File: src/rtl/vote_logger_pkg.sv
// Shared definitions for the vote logger: FSM state encodings, mode values
// and the read-select width used by the interface and the top.
package vote_logger_pkg;

    typedef enum logic [1:0] {
        ST_INIT   = 2'd0,
        ST_IDLE   = 2'd1,
        ST_ARMED  = 2'd2,
        ST_RESULT = 2'd3
    } state_t;

    localparam logic MODE_VOTE   = 1'b0;
    localparam logic MODE_RESULT = 1'b1;

    localparam int RD_SEL_W = 4;

endpackage

File: src/rtl/vote_logger_if.sv
// Ballot/vote/readout signal bundle between the control side (master) and
// the vote logger (slave).
interface vote_logger_if #(
    parameter int N_CAND = 4,
    parameter int CNT_W  = 8
) ();

    logic                                 mode;
    logic                                 ballot_en;
    logic                                 clear;
    logic [N_CAND-1:0]                    valid_vote_in;
    logic                                 rd_req;
    logic [vote_logger_pkg::RD_SEL_W-1:0] rd_sel;
    logic                                 ballot_ready;
    logic                                 vote_ack;
    logic                                 vote_err;
    logic                                 rd_valid;
    logic [CNT_W-1:0]                     rd_data;
    logic                                 rd_err;
    logic [CNT_W-1:0]                     total_votes;

    modport master (
        output mode, ballot_en, clear, valid_vote_in, rd_req, rd_sel,
        input  ballot_ready, vote_ack, vote_err, rd_valid, rd_data, rd_err, total_votes
    );

    modport slave (
        input  mode, ballot_en, clear, valid_vote_in, rd_req, rd_sel,
        output ballot_ready, vote_ack, vote_err, rd_valid, rd_data, rd_err, total_votes
    );

endinterface

File: src/rtl/vote_logger_sat_counter.sv
// Saturating up-counter with synchronous clear; holds at all-ones instead
// of wrapping.
module sat_counter #(
    parameter int CNT_W = 8
) (
    input  logic             clock,
    input  logic             reset,
    input  logic             clr,
    input  logic             inc,
    output logic [CNT_W-1:0] q
);

    localparam logic [CNT_W-1:0] MAX_VAL = '1;

    // NOTE: sequential state uses non-blocking assignments so every flop
    // samples pre-edge values regardless of block evaluation order.
    always_ff @(posedge clock or negedge reset) begin
        if (!reset) begin
            q <= '0;
        end else if (clr) begin
            q <= '0;
        end else if (inc && (q != MAX_VAL)) begin
            q <= q + 1'b1;
        end
    end

endmodule

File: src/rtl/vote_logger.sv
// Ballot-gated vote tally: accepts one one-hot vote per issued ballot into
// per-candidate saturating counters and serves the tallies in result mode.
module vote_logger
    import vote_logger_pkg::*;
#(
    parameter int N_CAND = 4,
    parameter int CNT_W  = 8
) (
    input  logic           clock,
    input  logic           reset,
    vote_logger_if.slave   bus
);

    localparam logic [N_CAND-1:0]   ONE_VOTE  = N_CAND'(1);
    localparam logic [RD_SEL_W:0]   SEL_LIMIT = (RD_SEL_W + 1)'(N_CAND);

    state_t              r_state;
    logic                r_ballot_ready;
    logic                r_vote_ack;
    logic                r_vote_err;
    logic                r_rd_valid;
    logic                r_rd_err;
    logic [CNT_W-1:0]    r_rd_data;

    logic [N_CAND-1:0]   w_vote;
    logic                w_any;
    logic                w_single;
    logic                w_multi;
    logic                w_count;
    logic                w_clr;
    logic [N_CAND-1:0]   w_inc;
    logic [CNT_W-1:0]    w_tally [N_CAND];
    logic [CNT_W-1:0]    w_total;
    logic [CNT_W-1:0]    w_rd_mux;
    logic                w_rd_oob;

    // x & (x-1) clears the lowest set bit, so zero means at most one bit set.
    assign w_vote   = bus.valid_vote_in;
    assign w_any    = |w_vote;
    assign w_single = w_any && ((w_vote & (w_vote - ONE_VOTE)) == '0);
    assign w_multi  = w_any && !w_single;

    assign w_count = (r_state == ST_ARMED) && (bus.mode == MODE_VOTE) && w_single;
    assign w_clr   = (r_state == ST_IDLE) && (bus.mode == MODE_VOTE) && bus.clear;
    assign w_inc   = w_count ? w_vote : '0;

    for (genvar g = 0; g < N_CAND; g++) begin : g_tally
        sat_counter #(.CNT_W(CNT_W)) u_tally (
            .clock (clock),
            .reset (reset),
            .clr   (w_clr),
            .inc   (w_inc[g]),
            .q     (w_tally[g])
        );
    end

    sat_counter #(.CNT_W(CNT_W)) u_total (
        .clock (clock),
        .reset (reset),
        .clr   (w_clr),
        .inc   (w_count),
        .q     (w_total)
    );

    // NOTE: every signal written here gets a default first so no latch is inferred.
    always_comb begin
        w_rd_mux = '0;
        for (int i = 0; i < N_CAND; i++) begin
            if (bus.rd_sel == RD_SEL_W'(i)) begin
                w_rd_mux = w_tally[i];
            end
        end
    end

    assign w_rd_oob = {1'b0, bus.rd_sel} >= SEL_LIMIT;

    always_ff @(posedge clock or negedge reset) begin
        if (!reset) begin
            r_state        <= ST_INIT;
            r_ballot_ready <= 1'b0;
            r_vote_ack     <= 1'b0;
            r_vote_err     <= 1'b0;
            r_rd_valid     <= 1'b0;
            r_rd_err       <= 1'b0;
            r_rd_data      <= '0;
        end else begin
            r_vote_ack <= 1'b0;
            r_vote_err <= 1'b0;
            r_rd_valid <= 1'b0;
            r_rd_err   <= 1'b0;
            case (r_state)
                // Debouncers still assert valid_vote here, so nothing is sampled.
                ST_INIT: begin
                    r_state <= ST_IDLE;
                end
                ST_IDLE: begin
                    if (bus.mode == MODE_RESULT) begin
                        r_state <= ST_RESULT;
                    end else if (!bus.clear && bus.ballot_en) begin
                        r_state        <= ST_ARMED;
                        r_ballot_ready <= 1'b1;
                    end
                end
                ST_ARMED: begin
                    if (bus.mode == MODE_RESULT) begin
                        r_state        <= ST_RESULT;
                        r_ballot_ready <= 1'b0;
                    end else if (w_single) begin
                        r_state        <= ST_IDLE;
                        r_ballot_ready <= 1'b0;
                        r_vote_ack     <= 1'b1;
                    end else if (w_multi) begin
                        r_vote_err <= 1'b1;
                    end
                end
                ST_RESULT: begin
                    if (bus.rd_req) begin
                        r_rd_valid <= 1'b1;
                        r_rd_err   <= w_rd_oob;
                        r_rd_data  <= w_rd_oob ? '0 : w_rd_mux;
                    end
                    if (bus.mode == MODE_VOTE) begin
                        r_state <= ST_IDLE;
                    end
                end
                default: begin
                    r_state <= ST_INIT;
                end
            endcase
        end
    end

    assign bus.ballot_ready = r_ballot_ready;
    assign bus.vote_ack     = r_vote_ack;
    assign bus.vote_err     = r_vote_err;
    assign bus.rd_valid     = r_rd_valid;
    assign bus.rd_err       = r_rd_err;
    assign bus.rd_data      = r_rd_data;
    assign bus.total_votes  = w_total;

endmodule
File: src/flat_wrapper.sv
// flat-port wrapper written by rule: the top's interface ports become plain ports
module vote_logger_flat import vote_logger_pkg::*;
#(
    parameter int N_CAND = 4,
    parameter int CNT_W  = 8
)
  (clock, reset, bus_mode, bus_ballot_en, bus_clear, bus_valid_vote_in, bus_rd_req, bus_rd_sel, bus_ballot_ready, bus_vote_ack, bus_vote_err, bus_rd_valid, bus_rd_data, bus_rd_err, bus_total_votes);
  vote_logger_if #(.N_CAND(N_CAND), .CNT_W(CNT_W)) bus_i ();
  input  logic clock;
  input  logic reset;
  input wire logic [$bits(bus_i.mode)-1:0] bus_mode;
  input wire logic [$bits(bus_i.ballot_en)-1:0] bus_ballot_en;
  input wire logic [$bits(bus_i.clear)-1:0] bus_clear;
  input wire logic [$bits(bus_i.valid_vote_in)-1:0] bus_valid_vote_in;
  input wire logic [$bits(bus_i.rd_req)-1:0] bus_rd_req;
  input wire logic [$bits(bus_i.rd_sel)-1:0] bus_rd_sel;
  output wire logic [$bits(bus_i.ballot_ready)-1:0] bus_ballot_ready;
  output wire logic [$bits(bus_i.vote_ack)-1:0] bus_vote_ack;
  output wire logic [$bits(bus_i.vote_err)-1:0] bus_vote_err;
  output wire logic [$bits(bus_i.rd_valid)-1:0] bus_rd_valid;
  output wire logic [$bits(bus_i.rd_data)-1:0] bus_rd_data;
  output wire logic [$bits(bus_i.rd_err)-1:0] bus_rd_err;
  output wire logic [$bits(bus_i.total_votes)-1:0] bus_total_votes;
  assign bus_i.mode = bus_mode;
  assign bus_i.ballot_en = bus_ballot_en;
  assign bus_i.clear = bus_clear;
  assign bus_i.valid_vote_in = bus_valid_vote_in;
  assign bus_i.rd_req = bus_rd_req;
  assign bus_i.rd_sel = bus_rd_sel;
  assign bus_ballot_ready = bus_i.ballot_ready;
  assign bus_vote_ack = bus_i.vote_ack;
  assign bus_vote_err = bus_i.vote_err;
  assign bus_rd_valid = bus_i.rd_valid;
  assign bus_rd_data = bus_i.rd_data;
  assign bus_rd_err = bus_i.rd_err;
  assign bus_total_votes = bus_i.total_votes;
  vote_logger #(.N_CAND(N_CAND), .CNT_W(CNT_W)) u_core (.clock(clock), .reset(reset), .bus(bus_i));
endmodule
File: config.mk
export PLATFORM = sky130hd
export DESIGN_NAME = vote_logger_flat
export DESIGN_NICKNAME = d
export VERILOG_FILES = /design/src/rtl/vote_logger_pkg.sv /design/src/rtl/vote_logger_if.sv /design/src/rtl/vote_logger_sat_counter.sv /design/src/rtl/vote_logger.sv /design/src/flat_wrapper.sv
export SDC_FILE = /design/constraint.sdc
export NUM_CORES = 1
export LEC_CHECK = 0
export CAP_MARGIN = 15
export CORE_MARGIN = 4
export CORE_UTILIZATION = 61
export DETAILED_ROUTE_END_ITERATION = 8
export PLACE_DENSITY = 0.81
export SKIP_CTS_REPAIR_TIMING = 1
export SLEW_MARGIN = 20
export SYNTH_ARGS = -nofsm -noshare
export SYNTH_HDL_FRONTEND = slang
export SYNTH_SLANG_ARGS = --single-unit
File: constraint.sdc
create_clock -name clock -period 3.5 [get_ports clock]
set_clock_uncertainty 0.2 [all_clocks]
set_input_delay 0.875 -clock clock [delete_from_list [all_inputs] [get_ports clock]]
set_output_delay 0.875 -clock clock [all_outputs]
set_load 0.005 [all_outputs]
======== Word level (Yosys, flattened, before mapping) ========
Index checks and enable logic that the tools add are counted.
cells by class
  magnitude comparators ................... 1
  eq/ne operators ......................... 16
  reductions and logical operators ........ 27
  add/sub/neg operators ................... 6
  mux-type cells .......................... 38
  bitwise gates (word level) .............. 2
operator list
  cell                                                                     number
  8-bit two-way mux                                                        15
  8-bit by 1-bit adder with 8-bit output, second input constant            5
  8-bit inequality test, second input constant                             5
  1-bit two-way mux                                                        15
  1-bit logical AND                                                        12
  2-bit nonzero test                                                       6
  2-bit two-way mux                                                        5
  4-bit by 2-bit equality test with 1-bit output, second input constant    2
  4-bit logical NOT                                                        2
  2-bit case mux with 4 select lines                                       1
  2-bit inequality test, second input constant                             3
  4-bit bitwise AND                                                        1
  2-bit equality test, second input constant                               2
  4-bit by 1-bit equality test with 1-bit output, second input constant    1
  4-bit by 3-bit >= comparator with 1-bit output, second input constant    1
  4-bit two-way mux                                                        1
  4-bit AND reduction                                                      1
  4-bit OR reduction                                                       1
  4-bit by 1-bit subtractor with 4-bit output, second input constant       1
  3-bit by 2-bit inequality test with 1-bit output, second input constant  1
  3-bit inequality test, second input constant                             1
  3-bit AND reduction                                                      1
  2-bit by 1-bit equality test with 1-bit output, second input constant    1
  1-bit logical NOT                                                        2
  other kinds (4)                                                          4
word-level totals
  output and inout bits ................... 21
  input port bits ......................... 14
  register bits after elaboration ......... 55
  word-level logic and storage cells ...... 102

======== Longest topological paths before layout ========
  depth in word-level cells ............... 10
  depth in mapped cells ................... 7

======== Modules after synthesis ========
Synthesis repeated with hierarchy kept, for this count alone.
second synthesis, totals
  cell total of the unflattened synthesis .. 351
  area, all modules ....................... 3281.9 sq um
by module, submodules not included
  module       instances  area an instance (sq um)  cells each
  sat_counter  5          464.2                     49
  vote_logger  1          960.9                     106

======== Worst setup path before layout ========
Ideal clock, no wire load.
  kind .................................... input to register
  from .................................... in bus_valid_vote_in[0]
  to ...................................... reg u_core.g_tally[1].u_tally.q[7]
  buffers on the path ..................... 1
  slack ................................... 1.069 ns
  required time ........................... 3.180 ns
  data arrival time ....................... 2.110 ns
  setup time .............................. 0.120 ns
  stages .................................. 5
  cell sequence ........................... buf_4 nor4b_4 nand3_1 or4_1 o211a_1
on the way
  cells in the longest elaborated chain, start to end .. 8
RTL lines
  element                                      line                           RTL
  start: declaration                           flat_wrapper.sv:14             input wire logic [$bits(bus_i.valid_vote_in)-1:0] bus_valid_vote_in;
  4-bit by 1-bit subtractor with 4-bit output  vote_logger.sv:40              assign w_single = w_any && ((w_vote & (w_vote - ONE_VOTE)) == '0);
  4-bit bitwise AND                            vote_logger.sv:40
  4-bit logical NOT                            vote_logger.sv:40
  1-bit logical AND (*)                        vote_logger.sv:40
  1-bit logical AND (*)                        vote_logger.sv:43              assign w_count = (r_state == ST_ARMED) && (bus.mode == MODE_VOTE) && w_single;
  4-bit two-way mux (*)                        vote_logger.sv:45              assign w_inc = w_count ? w_vote : '0;
  1-bit logical AND (*)                        vote_logger_sat_counter.sv:22  end else if (inc && (q != MAX_VAL)) begin
  2-bit nonzero test (no line) (*)             --
  end signal: assignment                       vote_logger_sat_counter.sv:23  q <= q + 1'b1;
  end: declaration                             vote_logger_sat_counter.sv:10  output logic [CNT_W-1:0] q
Every way passes the cells marked *; elsewhere a longest branch is shown, timed or not.
A chain may end at the register's enable or synchronous reset.

======== Worst setup path in the final report ========
  from .................................... in bus_valid_vote_in[1]
  to ...................................... reg u_core.g_tally[1].u_tally.q[7]
on the way
  cells in the longest elaborated chain, start to end .. 8
RTL lines
  element                                      line
  4-bit by 1-bit subtractor with 4-bit output  vote_logger.sv:40
  4-bit bitwise AND                            vote_logger.sv:40
  4-bit logical NOT                            vote_logger.sv:40
  1-bit logical AND                            vote_logger.sv:40
  1-bit logical AND                            vote_logger.sv:43
  4-bit two-way mux (*)                        vote_logger.sv:45
  1-bit logical AND (*)                        vote_logger_sat_counter.sv:22
  2-bit nonzero test (no line) (*)             --
Marked as above.

==> run summary <==
DRC viols: 0
Clock Tree Root: clkbuf_8
Starting utilization of the core area: 62.8%
Drt first-iter violations: 166
Finished layout cell area: 3650 um^2
GRT met1 Usage: 32.9%
Yosys warnings: 0
Max-slew headroom: 48.2%
Setup crit end kind: flop
Primary FF master, synth: dfrtp_1
Syn Std Cell Area: 3210 um^2
Busiest layer in global routing: met2
Slowest CP cell: clkdlybuf4s50_1
Max FO, Critical Path: 8
Int Power: 0.000934 W
Worst min-delay path class: flop to flop
Met2 usage: 38.6%
Worst setup SP type: input port
TritonCTS clock tree: yes
Vias: 2685
CTS buffer count: 5
Syn nets: 330
Post-route antenna net violation count: 0
FMAX: 347 MHz
Die span in x: 80.5 um
Buffers added on ports: 34
Hold path cells: 1
Worst Tran Pin Value: 777 ps
Placed cell areas: 3570 um^2
Largest net degree at the start of global routing: 37
GRT Total Usage: 24.6%
RSZ-0062 raised after global routing: false
Die Y: 80.5 um
Synthesis-stage register bit count: 55
DIE AREA: 6490 um^2
Clock network power share: 25.5%
Vias in the first global route: 2583
Reg2reg path depth: 6
Worst-path clk slew: 90 ps
Avg Inst Size Synth: 10.4 um^2
Peak supply drop: 0.277 mV
Post-Route WL: 7.31 mm
Crit Path Class: input port to flop
HPWL Detailed: 5.39 mm
Clk Latency, worst-skew pair: 310 ps
Final GP Congestion: 0.857
Final min period: 2880 ps
Crit path required time: 3500 ps
CP top delay family: simple AND/OR/NAND/NOR gates
Fin crit share: 82.4%
Synth area leaders: dfrtp_1 43%, mux4_2 5.6%, ha_1 3.1%
Average wire per standard cell: 17.7 um
Layout cells sized above 1: 10.2%
Synthesized netlist cell count: 308
CP Buf/Inv Count: 1
# nets final: 363
CP Cell Sequence: clkdlybuf4s50_1, nor4b_4, nand3_1, or4_1, o211a_1
FFs w/ async S/R, synth: 100%
I/O pin count: 35
Total global routing overflow: 0
Sequential share of power: 52.2%
Distinct cell type count after synthesis: 53
Stages on the worst setup path: 5
Max Slew Vio Count: 0
First-pass GRT wire length: 12.3 mm
Clock Sinks: 55
Clock buffer depth: 2
Final hold violation count: 0
Switching Fraction: 30.0%
ANT cells: 0
Crit-path max cell delay: 730 ps
Row count: 26
Status: complete, no violations
P per Cell Area: 365 nW/um^2
Worst Path Arrival: 2890 ps
Fin Setup TNS: 0 ps
DRT Pass-1 Iters: 5
R2R Setup Slk: 1180 ps
Cell taking the most area after synthesis: dfrtp_1
Final setup viols: 0
H-tree Lvls: 2
Switch Pwr: 0.000401 W
Initial antenna violation count: 0
Max Cap Viol: 0
Combinational share of power: 22.4%
Core area: 5110 um^2
Met3 usage in global routing: 4.37%
Synthesis-to-finish area growth: 13.8%
Number of synthesized flops with an enable pin: 0
DR vias/cell: 6.52
Static Leak: 1.53 nW
Register area share after synthesis: 42.9%
Synth top area share: 42.9%
==> synth_stat cells, drive strengths merged, types with 7 or more instances <==
cell	instances
xor2	8
inv	9
nand4	11
nand2	17
nand3	15
mux4	8
ha	8
a22o	9
or3	13
o211ai	7
clkbuf	7
buf	8
or4	8
o21ai	17
dfrtp	55
a21oi	19
nor2	23
==> cells in the final DEF (no fill, tap or decap), types with 4 or more instances in the layout <==
cell type / Yosys / routed
o31ai_1: 6 / 6
nand2_1: 17 / 17
dfrtp_1: 55 / 55
nand3_1: 15 / 15
a21oi_1: 19 / 19
clkbuf_8: 2 / 5
o41ai_1: 4 / 4
o211ai_1: 7 / 7
clkdlybuf4s50_1: 0 / 33
or3_1: 13 / 13
and3_1: 4 / 4
or4_1: 8 / 8
nand4_1: 10 / 10
mux4_2: 8 / 8
nor2_1: 23 / 23
nor3_1: 6 / 6
inv_1: 9 / 9
o21ai_0: 17 / 17
a22o_1: 9 / 9
xor2_1: 8 / 8
ha_1: 8 / 8
buf_4: 2 / 7
==> registers in the layout, summed over array words and instances, names as in the netlist <==
name and count:
u_core.bus.rd_err 1, u_core.u_total.q 8, u_core.bus.vote_ack 1, u_core.bus.rd_valid 1, u_core.g_tally.u_tally.q 32, u_core.r_state 2
u_core.bus.ballot_ready 1, u_core.bus.vote_err 1, u_core.bus.rd_data 8
==> per-stage QoR <==
stage | utilization [%] | worst slack (ps) | cells | hold WS [ps] | power (W)
6_report | 71.5 | 617 | 412 | 311 | 0.00133
5_1_grt | 71.5 | 501 | 412 | 342 | 0.00141
4_1_cts | 71.5 | 596 | 412 | 316 | 0.00134
3_5_place_dp | 69.9 | 277 | 404 | 290 | 0.00101
3_3_place_gp | 69.9 | 369 | 404 | 289 | 0.000997
2_1_floorplan | - | 1070 | 308 | 286 | 0.000904
==> cells by family after synthesis <==
group                    after synthesis  synth area share, %
AND/OR/NAND/NOR                      117                 22.1
AO/OA/AOI/OAI                         83                 17.9
flip-flops                            55                 42.9
buffers and inverters                 24                 4.64
multiplexers                          12                 6.90
XOR/XNOR                               9                 2.46
adder cells (fa/ha/maj)                8                 3.12
==> final timing paths <==
kind / start / endpoint
max: bus_valid_vote_in[1] / u_core.g_tally[1].u_tally.q[7]
min: u_core.bus.rd_data[5] / u_core.bus.rd_data[5]
max reg2reg: u_core.r_state[0] / u_core.u_total.q[6]
min reg2reg: u_core.bus.rd_data[5] / u_core.bus.rd_data[5]
max in group asynchronous: reset / u_core.g_tally[3].u_tally.q[6]
min in group asynchronous: reset / u_core.g_tally[1].u_tally.q[4]
==> layer usage <==
layer | share of wire, % | up-vias
li1 | - | 1260
met1 | 44 | 1316
met2 | 48 | 90
met3 | 5.6 | 19
met4 | 2.8 | 0
met5 | 0 | -
==> power groups by stage <==
stage                     sequential, W  combinational, W  clock (W)
after floorplan                0.000704          0.000200          0
after global placement         0.000708          0.000289          0
after detailed placement       0.000709          0.000298          0
after CTS                      0.000697          0.000299   0.000344
after global routing           0.000701          0.000327   0.000380
final                          0.000696          0.000298   0.000340
==> layout make-up <==
| cell class | instances | area, um^2 |
|---|---|---|
| inverter | 9 | 33.8 |
| multi-input combinational | 229 | 1680 |
| clock inverter | 3 | 15.0 |
| fill | 400 | 1450 |
| sequential | 55 | 1380 |
| tap | 70 | 87.6 |
| timing repair buffer | 41 | 388 |
| clock buffer | 5 | 68.8 |
No activity file was read; power rests on OpenSTA's default activity.
